===== config.mk =====
export PLATFORM = sky130hd
export DESIGN_NAME = multicycle_ctrl
export DESIGN_NICKNAME = d
export VERILOG_FILES = /design/src/rtl/multicycle_ctrl_pkg.sv /design/src/rtl/multicycle_ctrl_alu_decoder.sv /design/src/rtl/multicycle_ctrl.sv
export SDC_FILE = /design/constraint.sdc
export NUM_CORES = 1
export LEC_CHECK = 0
export ABC_AREA = 1
export CAP_MARGIN = 20
export CORE_ASPECT_RATIO = 1.2
export CORE_MARGIN = 8
export CORE_UTILIZATION = 52
export CTS_BUF_LIST = sky130_fd_sc_hd__clkbuf_4 sky130_fd_sc_hd__clkbuf_8
export DETAILED_ROUTE_END_ITERATION = 7
export DONT_BUFFER_PORTS = 1
export GPL_TIMING_DRIVEN = 0
export PLACE_DENSITY = 0.67
export SYNTH_ARGS = -nofsm -noshare
export SYNTH_HDL_FRONTEND = slang
export SYNTH_SLANG_ARGS = --single-unit
export TNS_END_PERCENT = 20

===== constraint.sdc =====
create_clock -name clk -period 1.95 [get_ports clk]
set_input_delay 0.4875 -clock clk [delete_from_list [all_inputs] [get_ports clk]]
set_output_delay 0.4875 -clock clk [all_outputs]
set_load 0.01 [all_outputs]

===== src/rtl/multicycle_ctrl_pkg.sv =====
// Shared definitions for the multicycle RV32I control unit.
// Holds the RV32I major opcodes, the ALU operation codes shared with the ALU,
// the 3-bit FSM state encoding and the instruction-class type, plus small
// helpers for opcode classification and memory-state detection.
package multicycle_ctrl_pkg;

  // RV32I major opcodes handled by this controller
  localparam logic [6:0] OPC_R      = 7'b0110011;
  localparam logic [6:0] OPC_I      = 7'b0010011;
  localparam logic [6:0] OPC_LOAD   = 7'b0000011;
  localparam logic [6:0] OPC_STORE  = 7'b0100011;
  localparam logic [6:0] OPC_BRANCH = 7'b1100011;

  // ALU operation codes
  localparam logic [3:0] ALU_AND  = 4'b0000;
  localparam logic [3:0] ALU_OR   = 4'b0001;
  localparam logic [3:0] ALU_ADD  = 4'b0010;
  localparam logic [3:0] ALU_XOR  = 4'b0011;
  localparam logic [3:0] ALU_SLL  = 4'b0100;
  localparam logic [3:0] ALU_SRL  = 4'b0101;
  localparam logic [3:0] ALU_SUB  = 4'b0110;
  localparam logic [3:0] ALU_SRA  = 4'b0111;
  localparam logic [3:0] ALU_SLT  = 4'b1000;
  localparam logic [3:0] ALU_SLTU = 4'b1001;

  typedef enum logic [2:0] {
    ST_IDLE   = 3'd0,
    ST_FETCH  = 3'd1,
    ST_DECODE = 3'd2,
    ST_EXEC   = 3'd3,
    ST_MEMRD  = 3'd4,
    ST_MEMWR  = 3'd5,
    ST_WB     = 3'd6,
    ST_TRAP   = 3'd7
  } state_e;

  typedef enum logic [2:0] {
    CL_NONE   = 3'd0,
    CL_R      = 3'd1,
    CL_I      = 3'd2,
    CL_LOAD   = 3'd3,
    CL_STORE  = 3'd4,
    CL_BRANCH = 3'd5
  } iclass_e;

  // Map a major opcode onto an instruction class; unknown opcodes give CL_NONE
  function automatic iclass_e classify(input logic [6:0] opc);
    iclass_e cls;
    case (opc)
      OPC_R:      cls = CL_R;
      OPC_I:      cls = CL_I;
      OPC_LOAD:   cls = CL_LOAD;
      OPC_STORE:  cls = CL_STORE;
      OPC_BRANCH: cls = CL_BRANCH;
      default:    cls = CL_NONE;
    endcase
    return cls;
  endfunction

  // States that own the shared memory port
  function automatic logic is_mem_state(input state_e st);
    return (st == ST_FETCH) || (st == ST_MEMRD) || (st == ST_MEMWR);
  endfunction

endpackage


===== src/rtl/multicycle_ctrl_alu_decoder.sv =====
// Combinational ALU operation decoder.
// Ports:
//   cls_i      - instruction class (iclass_e encoding)
//   funct3_i   - instruction[14:12]
//   funct7_5_i - instruction[30]
//   alu_op_o   - 4-bit ALU operation code
module multicycle_ctrl_alu_decoder
  import multicycle_ctrl_pkg::*;
(
  input  logic [2:0] cls_i,
  input  logic [2:0] funct3_i,
  input  logic       funct7_5_i,
  output logic [3:0] alu_op_o
);

  // Immediate forms never subtract: funct7_5 there is immediate bits, not an op modifier
  logic sub_sel_s;
  assign sub_sel_s = (cls_i == CL_R) && funct7_5_i;

  // Select the ALU operation from class and function fields
  always_comb begin
    alu_op_o = ALU_AND;
    case (cls_i)
      CL_LOAD, CL_STORE: alu_op_o = ALU_ADD;
      CL_BRANCH:         alu_op_o = ALU_SUB;
      CL_R, CL_I: begin
        case (funct3_i)
          3'b000:  alu_op_o = sub_sel_s ? ALU_SUB : ALU_ADD;
          3'b001:  alu_op_o = ALU_SLL;
          3'b010:  alu_op_o = ALU_SLT;
          3'b011:  alu_op_o = ALU_SLTU;
          3'b100:  alu_op_o = ALU_XOR;
          // SRAI/SRA both use funct7_5 as the arithmetic-shift selector
          3'b101:  alu_op_o = funct7_5_i ? ALU_SRA : ALU_SRL;
          3'b110:  alu_op_o = ALU_OR;
          3'b111:  alu_op_o = ALU_AND;
          default: alu_op_o = ALU_AND;
        endcase
      end
      default: alu_op_o = ALU_AND;
    endcase
  end

endmodule


===== src/rtl/multicycle_ctrl.sv =====
// Multicycle RV32I control FSM: IDLE -> FETCH -> DECODE -> EXEC -> (MEMRD|MEMWR) -> WB.
// One memory port is shared by fetch and load/store with a req/ready handshake.
// Configuration macro: MEM_TIMEOUT_EN -- when defined, a wait counter traps the
// FSM after TIMEOUT_CYCLES consecutive cycles of mem_req without mem_ready.
// Ports:
//   clk, reset (async, active-high)
//   opcode, funct3, funct7_5     - fields of the instruction register
//   branch_taken                 - branch comparator result
//   mem_ready                    - memory completes the request this cycle
//   mem_req, mem_we, iord        - memory port control
//   ir_we, mdr_we, pc_we         - register load enables (pulses qualified by mem_ready)
//   pcsrc, alusrc, memtoreg, regwrite, alu_operation - datapath control
//   trap                         - sticky fault indicator
module multicycle_ctrl
  import multicycle_ctrl_pkg::*;
#(
  parameter int unsigned TIMEOUT_CYCLES = 255
)
(
  input  logic       clk,
  input  logic       reset,
  input  logic [6:0] opcode,
  input  logic [2:0] funct3,
  input  logic       funct7_5,
  input  logic       branch_taken,
  input  logic       mem_ready,
  output logic       mem_req,
  output logic       mem_we,
  output logic       iord,
  output logic       ir_we,
  output logic       mdr_we,
  output logic       pc_we,
  output logic       pcsrc,
  output logic       alusrc,
  output logic       memtoreg,
  output logic       regwrite,
  output logic [3:0] alu_operation,
  output logic       trap
);

  state_e     state_q, state_d;
  iclass_e    class_q, class_d;
  logic [3:0] aluop_q, aluop_d;
  logic       alusrc_q, alusrc_d;

  // Registered Moore outputs, computed from the next state
  logic mem_req_q, mem_we_q, iord_q, regwrite_q, memtoreg_q, trap_q;
  logic pcwe_q;      // unconditional pc update (WB, branch EXEC)
  logic br_exec_q;   // in EXEC of a branch

  iclass_e    cls_s;
  logic [3:0] dec_op_s;

`ifdef MEM_TIMEOUT_EN
  localparam int unsigned CNT_W = (TIMEOUT_CYCLES > 32'd255) ?
                                  $clog2(TIMEOUT_CYCLES + 32'd1) : 32'd8;
  logic [CNT_W-1:0] wait_cnt_q, wait_cnt_d, wait_inc_s;
`endif

  assign cls_s = classify(opcode);

  multicycle_ctrl_alu_decoder u_alu_dec (
    .cls_i      (cls_s),
    .funct3_i   (funct3),
    .funct7_5_i (funct7_5),
    .alu_op_o   (dec_op_s)
  );

  // Next-state, decode-field and wait-counter logic
  always_comb begin
    state_d  = state_q;
    class_d  = class_q;
    aluop_d  = aluop_q;
    alusrc_d = alusrc_q;
    case (state_q)
      ST_IDLE: state_d = ST_FETCH;
      ST_FETCH: begin
        if (mem_ready) state_d = ST_DECODE;
        else           state_d = ST_FETCH;
      end
      ST_DECODE: begin
        class_d  = cls_s;
        aluop_d  = dec_op_s;
        alusrc_d = (cls_s == CL_I) || (cls_s == CL_LOAD) || (cls_s == CL_STORE);
        if (cls_s == CL_NONE) state_d = ST_TRAP;
        else                  state_d = ST_EXEC;
      end
      ST_EXEC: begin
        case (class_q)
          CL_R, CL_I: state_d = ST_WB;
          CL_LOAD:    state_d = ST_MEMRD;
          CL_STORE:   state_d = ST_MEMWR;
          CL_BRANCH:  state_d = ST_FETCH;
          default:    state_d = ST_TRAP;
        endcase
      end
      ST_MEMRD: begin
        if (mem_ready) state_d = ST_WB;
        else           state_d = ST_MEMRD;
      end
      ST_MEMWR: begin
        if (mem_ready) state_d = ST_FETCH;
        else           state_d = ST_MEMWR;
      end
      ST_WB:   state_d = ST_FETCH;
      ST_TRAP: state_d = ST_TRAP;
      default: state_d = ST_TRAP;
    endcase

`ifdef MEM_TIMEOUT_EN
    // Counter is zero whenever a wait is not in progress, so every entry starts from 0
    wait_inc_s = wait_cnt_q + 1'b1;
    if (is_mem_state(state_q) && !mem_ready) begin
      wait_cnt_d = wait_inc_s;
      if (wait_inc_s == CNT_W'(TIMEOUT_CYCLES)) state_d = ST_TRAP;
      else                                     state_d = state_d;
    end else begin
      wait_cnt_d = '0;
    end
`endif

    // Decode fields live from EXEC until the next fetch; TRAP shows all zeros
    if ((state_d == ST_FETCH) || (state_d == ST_TRAP)) begin
      class_d  = CL_NONE;
      aluop_d  = ALU_AND;
      alusrc_d = 1'b0;
    end else begin
      class_d  = class_d;
    end
  end

  // FSM state, decode fields and registered outputs
  always_ff @(posedge clk or posedge reset) begin
    if (reset) begin
      state_q    <= ST_IDLE;
      class_q    <= CL_NONE;
      aluop_q    <= ALU_AND;
      alusrc_q   <= 1'b0;
      mem_req_q  <= 1'b0;
      mem_we_q   <= 1'b0;
      iord_q     <= 1'b0;
      regwrite_q <= 1'b0;
      memtoreg_q <= 1'b0;
      trap_q     <= 1'b0;
      pcwe_q     <= 1'b0;
      br_exec_q  <= 1'b0;
`ifdef MEM_TIMEOUT_EN
      wait_cnt_q <= '0;
`endif
    end else begin
      state_q    <= state_d;
      class_q    <= class_d;
      aluop_q    <= aluop_d;
      alusrc_q   <= alusrc_d;
      mem_req_q  <= is_mem_state(state_d);
      mem_we_q   <= (state_d == ST_MEMWR);
      iord_q     <= (state_d == ST_MEMRD) || (state_d == ST_MEMWR);
      regwrite_q <= (state_d == ST_WB);
      memtoreg_q <= (state_d == ST_WB) && (class_d == CL_LOAD);
      trap_q     <= (state_d == ST_TRAP);
      pcwe_q     <= (state_d == ST_WB) || ((state_d == ST_EXEC) && (class_d == CL_BRANCH));
      br_exec_q  <= (state_d == ST_EXEC) && (class_d == CL_BRANCH);
`ifdef MEM_TIMEOUT_EN
      wait_cnt_q <= wait_cnt_d;
`endif
    end
  end

  assign mem_req       = mem_req_q;
  assign mem_we        = mem_we_q;
  assign iord          = iord_q;
  assign regwrite      = regwrite_q;
  assign memtoreg      = memtoreg_q;
  assign trap          = trap_q;
  assign alusrc        = alusrc_q;
  assign alu_operation = aluop_q;

  // Load enables fire in the very cycle memory completes
  assign ir_we  = (state_q == ST_FETCH) && mem_ready;
  assign mdr_we = (state_q == ST_MEMRD) && mem_ready;
  assign pc_we  = pcwe_q || ((state_q == ST_MEMWR) && mem_ready);
  // Only a branch in EXEC can select the branch target
  assign pcsrc  = br_exec_q && branch_taken;

endmodule


==> impl_metrics.yaml <==
outcome:
  outcome: "finished clean"
setup_path:
  critPathTopFamily: "buffers and inverters"
  cp_slowest_cell: "dfrtp_1"
  cp.required_ns: 1.46
  critical_path_class: "register to primary output"
  cp_num_buf_inv: 3
  cp_cell_sequence: "buf_4 > inv_2 > nand4_2 > inv_1"
  slowest_delay_ns: 0.37
  worstSetupStartpointType: "register"
  endpoint_kind: "primary output"
  critPathMaxFanout: 8
  arrival_ns: 1.26
clocking:
  clk_latency_ns: 0.29
  cts_tree: "done"
  htreeDepth: 1
  cts_resized: 0
  cts_sinks: 19
  clk_pin_slew_ns: 0.10
  root_buffer: "clkbuf_4"
  post_cts_buffers: 0
  cts_buffers: 3
  hold_buffers: 0
  cts_max_path_buffers: 2
global_routing:
  overflow: 0
  grtUsageTotal_pct: 13.1
  antenna_found_initial: 0
  grt_max_degree: 20
  grt_pass1_wl_um: 4090
  grt_pass1_vias: 956
cells_and_area:
  num-nets-final: 167
  insertedDiodeCount: 0
  area_delta_synth_final_pct: 5.89
  drive_above_1_share_pct: 23.2
  post-route-cell-area_mm2: 0.00124
  largest_reg_flops: 4
  instances_no_fill: 182
min_path:
  hp-class: "input pin to async pin"
detailed_routing:
  wl_met3_um: 212
  wl_met1_um: 874
  drc: 0
  vias_per_cell: 4.97
  first_iter_violations: 18
  firstDrtPassIters: 4
  num_vias: 905
  wire_per_inst_um: 12.8
  highest_layer: "met4"
  final_antenna_net_count: 0
  wl_met2_um: 1190
  routed_wl_um: 2320
power_and_ir_drop:
  clkPwrFrac_pct: 12.8
  power_switching_uw: 768
  max-vdd-ir-drop_mv: 0.816
  seq_power_share_pct: 34.5
  power_density_mw_per_mm2: 1290
  comb_power_share_pct: 52.7
  p_sw_share_pct: 47.9
  p_int_uw: 834
  leakage_uw: 0.000701
yosys:
  synth_adder_area_share_pct: 0
  syn_inst: 147
  yosys_warnings: 0
  yosys.area_share.simple_pct: 37.4
  synth_mux_area_share_pct: 0
  yosysSeqAreaShare_pct: 40.7
  syn_avg_cell_area_um2: 7.95
  syn_area_mm2: 0.00117
  syn-num-nets: 162
  yosys_register_bits: 19
  ys_types: 29
  synth_compound_area_share_pct: 9.96
  synth_xor_area_share_pct: 0.749
  synth_top_family_by_area: "simple AND/OR/NAND/NOR gates"
floorplan:
  dieWidth_um: 59.3
  design.die.area_mm2: 0.00403
  ios: 30
  core_area_mm2: 0.00221
  rows: 19
  start_util_pct: 52.9
  dieHeight_um: 67.9
sta:
  fin_setup_tns_ns: 0
  slew_violations: 0
  timing.final.ws_setup_ns: 0.203
  setup_viol: 0
  fin_skew_ns: 0.00291
  tightestPinTransition_ns: 0.705
  min_period_ns: 1.75
  rsz0062_at_grt: "false"
  holdWs_ns: 0.178
  hold_violations: 0
  slew_headroom_pct: 53.0
  fmax_mhz: 572
  post-route-period-util_pct: 89.6
placement:
  place_ws_ns: 0.345
  placed_cell_area_mm2: 0.00121
  hpwlAfterDp_um: 1900
  placed_cells: 178
  gp_congestion: 0.792
  numPortBuffers: 0
flow_run:
  maxCapViolCount: 0
## power by group through the flow
stage | registers, uW | logic, uW | clock network, uW
2_1_floorplan | 548 | 728 | 0
3_3_place_gp | 560 | 830 | 0
3_5_place_dp | 564 | 847 | 0
4_1_cts | 555 | 850 | 210
5_1_grt | 563 | 949 | 230
6_report | 553 | 844 | 206
## placed cells by master, fill, tap and decap left out, drive strengths merged
cell type | Yosys | layout
nor2 | 23 | 23
clkbuf | 0 | 4
a21oi | 5 | 5
nand4 | 2 | 2
a21boi | 1 | 1
xor2 | 1 | 1
inv | 30 | 30
nand2 | 35 | 35
a41o | 1 | 1
dfrtp | 19 | 19
o21bai | 1 | 1
a22oi | 1 | 1
nor3 | 1 | 1
o22ai | 1 | 1
nand3 | 18 | 18
o211ai | 1 | 1
a31oi | 1 | 1
o21ai | 3 | 3
buf | 2 | 2
nand3b | 1 | 1
## cell usage after synthesis
master / n / area share (%)
nand2_1: 28 / 9.0
inv_1: 25 / 8.0
dfrtp_1: 19 / 41
nor2_1: 15 / 4.8
nand3_1: 14 / 6.0
nand2_2: 6 / 3.2
inv_2: 5 / 1.6
nor2_2: 4 / 2.1
nor2_4: 4 / 3.9
a21oi_1: 3 / 1.3
o21ai_0: 3 / 1.3
a21oi_2: 2 / 1.5
nand3_2: 2 / 1.7
nand3_4: 2 / 3.0
a21boi_4: 1 / 1.6
a22oi_1: 1 / 0.64
a31oi_1: 1 / 0.54
a41o_1: 1 / 0.86
buf_4: 1 / 0.64
buf_6: 1 / 0.96
nand2_4: 1 / 0.96
nand3b_1: 1 / 0.64
nand4_1: 1 / 0.54
nand4_2: 1 / 1.1
nor3_1: 1 / 0.43
o211ai_2: 1 / 1.1
o21bai_1: 1 / 0.64
o22ai_1: 1 / 0.54
xor2_1: 1 / 0.75
## final timing paths
check	cells past startpoint	endpoint	from	slack, ns
max	4	ir_we	state_q[2]	0.20
min	1	alu_operation[1]	reset	0.18
max reg2reg	8	memtoreg	state_q[2]	0.41
min reg2reg	2	alu_operation[2]	alu_operation[2]	0.58
max in group asynchronous	1	state_q[1]	reset	1.32
min in group clk	2	alu_operation[3]	funct3[1]	0.37
## per-stage QoR
stage | utilization, % | total power, uW
final | 56.0 | 1600
after global routing | 56.0 | 1740
after CTS | 56.0 | 1620
after detailed placement | 54.6 | 1410
after global placement | 54.6 | 1390
after floorplan | - | 1280
## area by class of cell
class	count	area (um^2)
Fill cell	228	973
Multi-Input combinational cell	96	562
Sequential cell	19	475
Inverter	30	113
Tap cell	31	38.8
Clock buffer	4	30.0
Buffer	2	18.8
## worst register-to-register path, cell delays in order (launching register included)
cell	delay (ns)
dfrtp_1	0.37
buf_4	0.16
inv_2	0.09
nand3_4	0.12
buf_6	0.17
o21ai_0	0.36
nor2_1	0.07
nand2_1	0.07
nor2_1	0.04
## cells by family (layout without fill, tap and decap cells)
family | Yosys count | in the layout
buffers and inverters | 32 | 36
AND/OR/NAND/NOR | 80 | 80
AO/OA/AOI/OAI | 15 | 15
XOR/XNOR | 1 | 1
flip-flops | 19 | 19
## routing by layer
layer / GRT usage (%) / vias up
met4: 5.69 / 0
li1: - / 465
met1: 13.3 / 414
met3: 5.45 / 4
met5: 0 / -
met2: 23.1 / 22
No activity file was read; power rests on OpenSTA's default activity.
